--- src/rtl/nn_fixed_pkg.sv ---
// Shared fixed-point sizing for the neural-network layer, LUT and activation blocks.
package nn_fixed_pkg;

  localparam int NN_DATA_W  = 8;
  localparam int NN_ADDR_W  = 4;
  localparam int NN_FRAC_W  = 4;
  localparam int NN_COUNT_W = 16;

endpackage

--- src/rtl/interp_datapath.sv ---
// Linear interpolation between two LUT entries: base + floor(diff * frac / 2^FRAC_W).
module interp_datapath #(
  parameter int DATA_W = 8,
  parameter int FRAC_W = 4
) (
  input  logic signed [DATA_W-1:0] base,
  input  logic signed [DATA_W:0]   diff,
  input  logic        [FRAC_W-1:0] frac,
  output logic signed [DATA_W-1:0] result
);

  localparam int PROD_W = DATA_W + FRAC_W + 2;

  logic signed [PROD_W-1:0] diff_x;
  logic signed [PROD_W-1:0] frac_x;
  logic signed [PROD_W-1:0] base_x;
  logic signed [PROD_W-1:0] product;
  logic signed [PROD_W-1:0] scaled;

  always_comb begin
    diff_x  = {{(PROD_W-DATA_W-1){diff[DATA_W]}}, diff};
    frac_x  = {{(PROD_W-FRAC_W){1'b0}}, frac};
    base_x  = {{(PROD_W-DATA_W){base[DATA_W-1]}}, base};
    product = diff_x * frac_x;
    scaled  = product >>> FRAC_W;
    // result lies between base and next entry, so dropping the upper bits is exact
    result  = DATA_W'(base_x + scaled);
  end

endmodule

--- src/rtl/activation_interpolator.sv ---
// Three-stage LUT-based activation: address/fraction register, LUT capture, interpolate.
module activation_interpolator
  import nn_fixed_pkg::*;
#(
  parameter int DATA_W = NN_DATA_W,
  parameter int ADDR_W = NN_ADDR_W,
  parameter int FRAC_W = NN_FRAC_W
) (
  input  logic                     clk,
  input  logic                     rst,
  input  logic                     in_valid,
  output logic                     in_ready,
  input  logic signed [DATA_W-1:0] in_data,
  output logic        [ADDR_W-1:0] lut_address,
  input  logic signed [DATA_W-1:0] lut_base,
  input  logic signed [DATA_W-1:0] lut_next,
  output logic                     out_valid,
  input  logic                     out_ready,
  output logic signed [DATA_W-1:0] out_data,
  output logic [NN_COUNT_W-1:0]    out_count
);

  logic                     live;
  logic                     en;
  logic                     s1_valid;
  logic        [ADDR_W-1:0] s1_addr;
  logic        [FRAC_W-1:0] s1_frac;
  logic                     s2_valid;
  logic signed [DATA_W-1:0] s2_base;
  logic signed [DATA_W:0]   s2_diff;
  logic        [FRAC_W-1:0] s2_frac;
  logic signed [DATA_W-1:0] interp_result;

  // Whole pipeline freezes while the output register is blocked.
  assign en          = !(out_valid && !out_ready);
  assign in_ready    = en && live;
  assign lut_address = s1_addr;

  interp_datapath #(
    .DATA_W (DATA_W),
    .FRAC_W (FRAC_W)
  ) u_datapath (
    .base   (s2_base),
    .diff   (s2_diff),
    .frac   (s2_frac),
    .result (interp_result)
  );

  always_ff @(posedge clk) begin
    if (!rst) begin
      live      <= 1'b0;
      s1_valid  <= 1'b0;
      s1_addr   <= '0;
      s1_frac   <= '0;
      s2_valid  <= 1'b0;
      s2_base   <= '0;
      s2_diff   <= '0;
      s2_frac   <= '0;
      out_valid <= 1'b0;
      out_data  <= '0;
      out_count <= '0;
    end else begin
      live <= 1'b1;
      if (en) begin
        s1_valid <= in_valid && in_ready;
        if (in_valid && in_ready) begin
          s1_addr <= in_data[DATA_W-1:DATA_W-ADDR_W];
          s1_frac <= in_data[FRAC_W-1:0];
        end
        s2_valid  <= s1_valid;
        s2_base   <= lut_base;
        s2_diff   <= {lut_next[DATA_W-1], lut_next} - {lut_base[DATA_W-1], lut_base};
        s2_frac   <= s1_frac;
        out_valid <= s2_valid;
        if (s2_valid) begin
          out_data <= interp_result;
        end
      end
      if (out_valid && out_ready) begin
        out_count <= out_count + 1'b1;
      end
    end
  end

endmodule

--- config.mk ---
export PLATFORM = sky130hd
export DESIGN_NAME = activation_interpolator
export DESIGN_NICKNAME = d
export VERILOG_FILES = /design/src/rtl/nn_fixed_pkg.sv /design/src/rtl/interp_datapath.sv /design/src/rtl/activation_interpolator.sv
export SDC_FILE = /design/constraint.sdc
export NUM_CORES = 1
export LEC_CHECK = 0
export CORE_UTILIZATION = 40
export DETAILED_ROUTE_END_ITERATION = 10
export DONT_BUFFER_PORTS = 1
export PLACE_DENSITY = 0.55
export SYNTH_ARGS = -nofsm -noshare
export SYNTH_HDL_FRONTEND = slang
export SYNTH_SLANG_ARGS = --single-unit
--- constraint.sdc ---
create_clock -name clk -period 5 [get_ports clk]
set_clock_uncertainty 0.2 [all_clocks]
set_input_delay 0.75 -clock clk [delete_from_list [all_inputs] [get_ports clk]]
set_output_delay 0.75 -clock clk [all_outputs]
set_load 0.005 [all_outputs]
==> results.cfg <==
[timing]
final_period_minus_worst_setup_slack_ns = 4.72
timing.final.ws_setup_ns = 0.284
timing.fmax_mhz = 212
setup_viol = 0
slew_violations = 0
setup_tns_ns = 0
period_share = 0.943
headroom_to_the_max_slew_limit = 0.632
worst-slew-pin-transition_ns = 0.551
grt_setup_unrepaired = no
finalHoldViolations = 0

[synth]
postSynth.topFlopCell = dfxtp_1
dominant_combinational_cell_family_by_area_after_synthesis = simple AND/OR/NAND/NOR gates
post_synth_num_cell_types = 43
synthMuxAreaShare = 0.0231
synth-compound-area-share = 0.138
syn-num-nets = 533
synth-adder-area-share = 0.199
synth.yosys.warnings = 0
post_synth_simple_gate_area = 0.209
yosys.area_share.xor_xnor = 0.0718
syn-cell-area_um2 = 3900
synth.yosys.seq_area_share = 0.292
ys_seq_elements = 57
synth.avg_cell_area_um2 = 8.62
synthesis.instances = 453
synth_edf_count = 0
async_reset_ff_frac = 0

[power]
comb_power_share = 0.108
report.power.total_uw = 1000
p_int_uw = 720
max_ir_drop_vdd_uv = 151
p_sw_frac = 0.282
static_power_due_to_leakage_uw = 0.00195
clock_power_share = 0.399
power.net_switching_uw = 282
seq_power_share = 0.493
p_per_area_nw_per_um2 = 238

[floorplanning]
initial_standard_cell_utilization_of_the_core = 0.419
die_height_um = 101
die-width_um = 101
core_area_um2 = 9330
die_area_um2 = 10200
row_count = 35
ioPinCount = 58

[worst_setup_path]
critPathSlowestCell = fa_1
critical_path.startpoint_type = flip-flop
end_kind = flip-flop
path_buf_inv = 3
worstPathCellList = and2_1 -> ha_1 -> inv_1 -> fa_1 -> fa_1 -> inv_1 -> ha_1 -> inv_1 -> o31ai_4 -> xor2_1 -> ha_1 -> a21o_1 -> a211oi_1 -> nor2_1 -> o41ai_2 -> xnor2_1 -> xnor2_1 -> a21oi_1
worst_path_arrival_ns = 4.74
critical_path.top_delay_family = adder cells
max_stage_delay_ns = 0.54
critPathKind = reg2reg
worst_ep_required_time_ns = 5.03
worstPathMaxFanout = 10

[clock_network]
tritoncts = yes
cts.root.buffer_cell = clkbuf_8
clk_path_buf_depth = 2
skew_pair_late_insertion_delay_ns = 0.34
ctsResizeCount = 0
cts.repair_timing.setup_buffer_count = 0
cts_buffers = 9
numClockSinks = 57
clk_pin_slew_ns = 0.07
postCtsHoldBufs = 0
htreeDepth = 3

[layout]
instances_no_fill = 583
final_layout_size_suffix_gt1_frac = 0.0661
final_area_um2 = 4200
n_fill_cell = 932
layout-area-overhead-vs-synth_pct = 7.66
insertedDiodeCount = 0
layout.nets = 529

[drt]
wirelength_mm = 8.25
drc_errors = 0
wl_per_cell_um = 14.1
routed-via-count = 2892
postRouteAntennaNets = 0
detail_route.first_pass.iterations = 4
avgViaCountPerCell = 4.96
detail_route.iter0.violations = 73

[global_routing]
grt_remaining_overflow = 0
gr-usage-all-layers = 0.178
first_pass_grt_wire_length_mm = 13.9
antenna_found_initial = 0
number_of_global_route_vias_before_repair = 2951
grt_max_degree = 62

[job]
cap_violations = 0

[placed_design]
dpl-instance-area_um2 = 4020
place.port_buffers = 0
preCtsSetupSlack_ns = 0.175
detailed_place_hpwl_mm = 6.28
placed_cell_count = 567
finalWeightedCongestion = 0.822

[run_status]
run_status = finished clean

[hold_path]
holdCritPathClass = in2reg
==> per-layer routing <==
layer / part of all wire / track usage / vias to the layer above / wire, µm
met3: 0.050 / 0.0402 / 10 / 411
met1: 0.49 / 0.229 / 1361 / 4010
met5: 0 / 0 / - / 0
met2: 0.45 / 0.290 / 53 / 3700
li1: - / - / 1468 / -
met4: 0.015 / 0.0702 / 0 / 126
==> final cells by class <==
class	instances	area (µm²)	area share
timing repair buffer	4	30.0	0.00714
tap	129	161	0.0384
inverter	47	176	0.0420
clock buffer	10	138	0.0327
clock inverter	6	42.5	0.0101
sequential	57	1140	0.272
multi-input combinational	330	2510	0.598
==> cells in the mapped netlist (2+ instances only) <==
| library cell | instances | area share |
|---|---|---|
| clkbuf_1 | 15 | 0.014 |
| o31ai_1 | 2 | 0.0038 |
| inv_1 | 47 | 0.045 |
| or3_1 | 6 | 0.0096 |
| ha_1 | 35 | 0.11 |
| and2_1 | 41 | 0.066 |
| a21oi_1 | 9 | 0.012 |
| fa_1 | 17 | 0.087 |
| a21boi_0 | 19 | 0.037 |
| mux2i_1 | 9 | 0.023 |
| nand4_1 | 3 | 0.0048 |
| buf_2 | 2 | 0.0026 |
| dfxtp_1 | 57 | 0.29 |
| and3_1 | 4 | 0.0064 |
| xor2_1 | 9 | 0.020 |
| o21a_1 | 2 | 0.0038 |
| o211a_1 | 3 | 0.0077 |
| o21ai_0 | 21 | 0.027 |
| nand2_1 | 65 | 0.062 |
| a21o_1 | 3 | 0.0058 |
| a21boi_1 | 5 | 0.0096 |
| nand2b_1 | 5 | 0.0080 |
| nor2b_1 | 12 | 0.019 |
| xnor2_1 | 23 | 0.052 |
| buf_4 | 2 | 0.0038 |
| nand3_1 | 8 | 0.010 |
| nor3_1 | 2 | 0.0026 |
| nor2_1 | 12 | 0.012 |
==> flip-flops by register name (all words and copies together) (netlist names) <==
register     cells
s2_diff          9
out_valid        1
lut_address      4
s2_valid         1
s1_valid         1
s2_frac          4
s1_frac          4
out_count       16
s2_base          8
out_data         8
live             1
==> cell families (layout without fill, tap and decap cells) <==
kind of cell	after synthesis	in the layout
AOI/OAI and AO/OA	75	75
xor gates and xnor gates	32	32
adders and majority gates	52	52
buffers and inverters	66	67
DFF	57	57
muxes	9	9
and+or+nand+nor	162	162
==> metrics by stage <==
stage                      util  hold WS, ns
after global placement    0.430        0.252
after CTS                 0.450        0.222
after detailed placement  0.430        0.265
after global routing      0.451        0.235
final                     0.451        0.258
after floorplan               -        0.243
==> cell usage in the layout, fill, tap and decap left out, types with 6 or more instances in the layout <==
cell type and n:
a21oi_1 9, mux2i_1 9, fa_1 17, nor2_1 12, nand3_1 8, xor2_1 9, and2_1 41, inv_1 47
o21ai_0 21, dfxtp_1 56, nand2_1 65, ha_1 35, a21boi_0 19, or3_1 6, xnor2_1 23, clkbuf_8 10
nor2b_1 12
==> path summary, 6_finish.rpt <==
kind              start          end  slack, ns  depth (start not counted)
max reg2reg  s2_frac[3]  out_data[7]       0.28                         18
min                 rst         live       0.26                          0
min reg2reg    s1_valid     s1_valid       0.27                          2
max          s2_frac[3]  out_data[7]       0.28                         18
==> power groups by stage <==
stage	Clock, µW	Combinational [µW]	Sequential (µW)
final	400	108	494
after CTS	411	110	494
after floorplan	0	94.5	495
after global routing	430	124	497
after global placement	0	106	504
after detailed placement	0	108	504
No activity file was read; power rests on OpenSTA's default activity.
